**config.mk**
```make
export PLATFORM = sky130hd
export DESIGN_NAME = avaliador_tentativa
export DESIGN_NICKNAME = d
export VERILOG_FILES = /design/src/rtl/avaliador_tentativa.sv
export SDC_FILE = /design/constraint.sdc
export NUM_CORES = 1
export LEC_CHECK = 0
export CAP_MARGIN = 20
export CORE_MARGIN = 8
export CORE_UTILIZATION = 30
export CTS_CLUSTER_SIZE = 16
export DETAILED_ROUTE_END_ITERATION = 10
export PLACE_DENSITY_LB_ADDON = 0.2
export SETUP_SLACK_MARGIN = 0.1
export SLEW_MARGIN = 10
export SYNTH_ARGS = -nofsm -noshare
export SYNTH_HDL_FRONTEND = slang
export SYNTH_SLANG_ARGS = --single-unit
```
**constraint.sdc**
```tcl
create_clock -name clk -period 1.9 [get_ports clk]
set_input_delay 0.38 -clock clk [delete_from_list [all_inputs] [get_ports clk]]
set_output_delay 0.38 -clock clk [all_outputs]
set_load 0.05 [all_outputs]
```
**src/rtl/avaliador_tentativa.sv**
```systemverilog
// Guess evaluator for the password game: classifies each accepted guess as equal,
// near or wrong, counts misses, latches a win and locks out after MAX_TENT misses.
module avaliador_tentativa #(
    parameter int unsigned WIDTH    = 4,
    parameter int unsigned TOL      = 3,
    parameter int unsigned MAX_TENT = 5
) (
    input  logic             clk,
    input  logic             reset,
    input  logic [WIDTH-1:0] senha,
    input  logic [WIDTH-1:0] tentativa,
    input  logic             enviar,
    input  logic             novo_jogo,
    output logic             pronto,
    output logic             valido,
    output logic             igual,
    output logic             perto,
    output logic             errada,
    output logic             acima,
    output logic [WIDTH-1:0] distancia,
    output logic [7:0]       erros,
    output logic             vitoria,
    output logic             bloqueado
);

    localparam int unsigned DW = WIDTH + 1;

    localparam logic [1:0] OCIOSO    = 2'd0;
    localparam logic [1:0] CALCULA   = 2'd1;
    localparam logic [1:0] RESULTADO = 2'd2;
    localparam logic [1:0] FIM       = 2'd3;

    localparam logic [WIDTH-1:0] TOL_W = WIDTH'(TOL);
    localparam logic [7:0]       MAX_W = 8'(MAX_TENT);

    logic [1:0]       state;
    logic [1:0]       state_next;
    logic [WIDTH-1:0] senha_r;
    logic [WIDTH-1:0] tent_r;
    logic [DW-1:0]    diff;
    logic [WIDTH-1:0] mag;
    logic             positivo;
    logic             acerto;
    logic             proximo;
    logic [7:0]       erros_inc;

    // Signed difference in WIDTH+1 bits so the extreme operands never wrap.
    always_comb begin
        diff      = {1'b0, tent_r} - {1'b0, senha_r};
        mag       = diff[DW-1] ? WIDTH'(-diff) : diff[WIDTH-1:0];
        positivo  = !diff[DW-1] && (diff != '0);
        acerto    = (distancia == '0);
        proximo   = !acerto && (distancia <= TOL_W);
        erros_inc = erros + 8'd1;
    end

    always_ff @(posedge clk or posedge reset) begin
        if (reset) begin
            state <= OCIOSO;
        end else begin
            state <= state_next;
        end
    end

    // RESULTADO spans two cycles: the first loads the verdict, the second (valido high) leaves.
    always_comb begin
        state_next = state;
        case (state)
            OCIOSO:    if (enviar) state_next = CALCULA;
            CALCULA:   state_next = RESULTADO;
            RESULTADO: if (valido) state_next = (vitoria || bloqueado) ? FIM : OCIOSO;
            FIM:       state_next = FIM;
            default:   state_next = OCIOSO;
        endcase
        if (novo_jogo) begin
            state_next = OCIOSO;
        end
    end

    always_ff @(posedge clk or posedge reset) begin
        if (reset) begin
            pronto    <= 1'b1;
            valido    <= 1'b0;
            igual     <= 1'b0;
            perto     <= 1'b0;
            errada    <= 1'b0;
            acima     <= 1'b0;
            distancia <= '0;
            erros     <= '0;
            vitoria   <= 1'b0;
            bloqueado <= 1'b0;
            senha_r   <= '0;
            tent_r    <= '0;
        end else begin
            pronto <= (state_next == OCIOSO);
            valido <= 1'b0;
            if (novo_jogo) begin
                igual     <= 1'b0;
                perto     <= 1'b0;
                errada    <= 1'b0;
                acima     <= 1'b0;
                distancia <= '0;
                erros     <= '0;
                vitoria   <= 1'b0;
                bloqueado <= 1'b0;
            end else begin
                case (state)
                    OCIOSO: begin
                        if (enviar) begin
                            senha_r <= senha;
                            tent_r  <= tentativa;
                        end
                    end
                    CALCULA: begin
                        distancia <= mag;
                        acima     <= positivo;
                    end
                    RESULTADO: begin
                        if (!valido) begin
                            valido <= 1'b1;
                            igual  <= acerto;
                            perto  <= proximo;
                            errada <= !acerto && !proximo;
                            if (acerto) begin
                                vitoria <= 1'b1;
                            end else if (erros != MAX_W) begin
                                erros <= erros_inc;
                                if (erros_inc == MAX_W) begin
                                    bloqueado <= 1'b1;
                                end
                            end
                        end
                    end
                    default: ;
                endcase
            end
        end
    end

endmodule
```
==> metrics.yaml <==
worst_hold_path:
  hold_path.class: "in -> async"
setup_path:
  worst_setup_path_end_kind: "flop"
  path_buf_inv: 0
  timing.critical_path.slowest_stage_cell: "sky130_fd_sc_hd__dfrtp_1"
  worst-endpoint-arrival_ns: 1.97
  cp_cell_sequence: "ha_2 -> fa_2 -> nand2b_4 -> a21oi_4 -> nor2_2 -> xor2_1 -> a211oi_1"
  critical_path.max_fanout: 4
  worst_setup_path_type: "reg -> reg"
  cp-start-kind: "flop"
  cpPeakStageDelay_ns: 0.39
  timing.critical_path.max_delay_family: "adder cells"
  critical_path_rt_ns: 2.09
placed_design:
  port_buffers: 31
  hpwl_um: 2630
  place_inst: 275
  dpl-instance-area_mm2: 0.00205
  globalplace.congestion: 0.719
  dp_slack_ns: 0.0255
floorplan:
  die_y_um: 89.5
  die_w_um: 89.5
  core.rowCount: 26
  die-area_mm2: 0.00800
  core_mm2: 0.00517
  initial_utilization: 0.313
  io_pins: 32
logic_synthesis:
  synthSimpleGateAreaFrac: 0.210
  top_ff_cell_synth: "sky130_fd_sc_hd__dfrtp_1"
  synth-compound-area-share: 0.131
  synth_top_area_cell: "sky130_fd_sc_hd__dfrtp_1"
  synth-seq-cells: 30
  synth_edf_count: 0
  synth_top_family_by_area: "simple AND/OR/NAND/NOR gates"
  synth_fa_ha_area_frac: 0.0742
  netlist.area_leader.share: 0.448
  synthesis.nets: 191
  synth.area.top_cells: "sky130_fd_sc_hd__dfrtp_1 (45%), sky130_fd_sc_hd__ha_1 (6.2%), sky130_fd_sc_hd__nor2_1 (5.3%), sky130_fd_sc_hd__xor2_1 (4.9%), sky130_fd_sc_hd__a21oi_1 (3.7%)"
  count_of_cell_types_in_the_netlist: 36
  async_reset_ff_frac: 1.00
  xor_and_xnor_fraction_of_the_mapped_netlist_area: 0.0649
  yosysSeqAreaShare: 0.464
  synthesis.area_per_instance_um2: 9.52
  synth_cells: 170
  synth.mux.area_fraction: 0.0209
  yosys_synthesis_warning_count: 0
  synth.cell_area_mm2: 0.00162
drt:
  drt-initial-drc-count: 91
  ant_nets: 0
  detailedRoute.firstPassIterationCount: 4
  routed_wl_um: 3640
  routed_wire_length_per_instance_um: 12.6
  routed-via-count: 1316
  drc: 0
  drt-vias-per-instance: 4.55
finish:
  area.sequential_um2: 761
  final_layout_size_suffix_gt1_frac: 0.315
  most_frequent_standard_cell_in_the_layout_excluding_fill_and_tap_cells: "sky130_fd_sc_hd__buf_4"
  num-fill-cells: 531
  post-route-util: 0.432
  fin_cells: 289
  finalNetCount: 239
  finalInstanceArea_mm2: 0.00223
  multi_input_area_um2: 885
  most-common-layout-cells: "sky130_fd_sc_hd__buf_4 (35), sky130_fd_sc_hd__nor2_1 (22), sky130_fd_sc_hd__dfrtp_1 (22)"
  layout-area-overhead-vs-synth_pct: 38.0
  n_antenna_cell: 0
outcome:
  status: "finished, final reports clean"
clocking:
  cts_buffers: 5
  cts_htree_levels: 2
  tritoncts: "yes"
  ctsLongestPathBuffers: 2
  clockRootBuffer: "sky130_fd_sc_hd__clkbuf_8"
  total_of_hold_buffers_inserted_after_clock_tree_synthesis: 0
  worst_setup_hold_path_clk_slew_ns: 0.06
  worst_skew_pair.late_latency_ns: 0.27
  clock-sinks: 30
grt:
  grt_max_degree: 31
  first_pass_grt_wire_length_um: 5820
  first_global_vias: 1265
  antenna_found_initial: 0
  grt_use_met1: 0.117
  gr_usage_total: 0.0947
  groute.layer.met3.usage: 0.0349
  grt.busiest_layer: "met2"
  global_route.usage.met2: 0.144
  grt-ovfl-total: 0
power_and_ir_drop:
  vdd_ir_drop_max_uv: 534
  report.power.total_mw: 2.22
  lkg_pwr_nw: 0.981
  pwrdens_mw_per_mm2: 994
timing:
  fin_worst_skew_ns: 0.00392
  timing.final.hold_violations: 0
  final_max_slew_viol_count: 0
  relSlewSlack: 0.622
  max_freq_ghz: 0.560
  layout_setup_ws_ns: 0.114
  whs_ns: 0.477
  post-route-period-util: 0.940
  worstMarginPinSlew_ns: 0.566
  setup_violation_total_in_the_final_timing_report: 0
  total_negative_slack_ns: 0
  period_minus_slack_ns: 1.79
  unrepaired_setup_endpoints_after_global_routing: "yes"
flow_run:
  cap_violations: 0
## kinds of logic (layout without fill, tap and decap cells)
logic type / count (synthesis) / after routing
and+or+nand+nor: 67 / 67
AOI/OAI and AO/OA: 34 / 34
DFF: 30 / 30
buffers and inverters: 15 / 64
xor gates and xnor gates: 12 / 12
adders and majority gates: 9 / 9
muxes: 3 / 3
## synthesized netlist by cell type, drive strengths merged (4+ instances only)
| cell | count |
|---|---|
| nor2 | 24 |
| o21ai | 8 |
| nand3 | 6 |
| inv | 10 |
| clkbuf | 5 |
| nand2 | 17 |
| dfrtp | 29 |
| xor2 | 9 |
| ha | 8 |
| a21oi | 12 |
| a211oi | 4 |
## path summary, 6_finish.rpt
kind	endpoint	start	slack (ns)	cells past startpoint
worst max-delay path	distancia[2]$_DFFE_PP0P_	senha_r[0]$_DFFE_PP0P_	0.11	7
worst min-delay path	senha_r[0]$_DFFE_PP0P_	reset	0.48	3
worst max register to register	distancia[2]$_DFFE_PP0P_	senha_r[0]$_DFFE_PP0P_	0.11	7
worst min register to register	perto$_DFFE_PP0P_	perto$_DFFE_PP0P_	0.52	2
max in group asynchronous	pronto$_DFF_PP1_	reset	1.10	3
min in group clk	perto$_DFFE_PP0P_	perto$_DFFE_PP0P_	0.52	2
## layout make-up
class / instances / share of cell area
inverters: 10 / 0.0168
clock inverters: 1 / 0.00224
clock buffers: 7 / 0.0386
flip-flops and latches: 30 / 0.340
repair buffers: 46 / 0.167
well taps: 70 / 0.0392
multi-input cells: 125 / 0.396
## sequential cells by signal (all words and copies together) (netlist names), 2 cells and up
register,cells
distancia,4
state,2
tent_r,4
erros,8
senha_r,4
## layer usage
metal	vias to the layer above	wire length, um
li1	681	-
met5	-	0
met4	0	40
met3	5	182
met2	25	1680
met1	605	1740
## worst min-delay path, stage by stage
cell                              delay (ns)
sky130_fd_sc_hd__clkdlybuf4s50_1        0.39
sky130_fd_sc_hd__inv_1                  0.05
sky130_fd_sc_hd__buf_4                  0.35
## report_power, final
part           switching (mW)  internal [mW]
combinational           0.513          0.401
sequential             0.0601          0.722
clock                   0.232          0.292
## what timing repair did
item | 4_1_cts | 5_1_grt
setup endpoints to repair | 3 | 5
buffers inserted | 0 | 6
gates resized for setup | 2 | 7
pin swaps | 3 | 7
No activity file was read; power rests on OpenSTA's default activity.
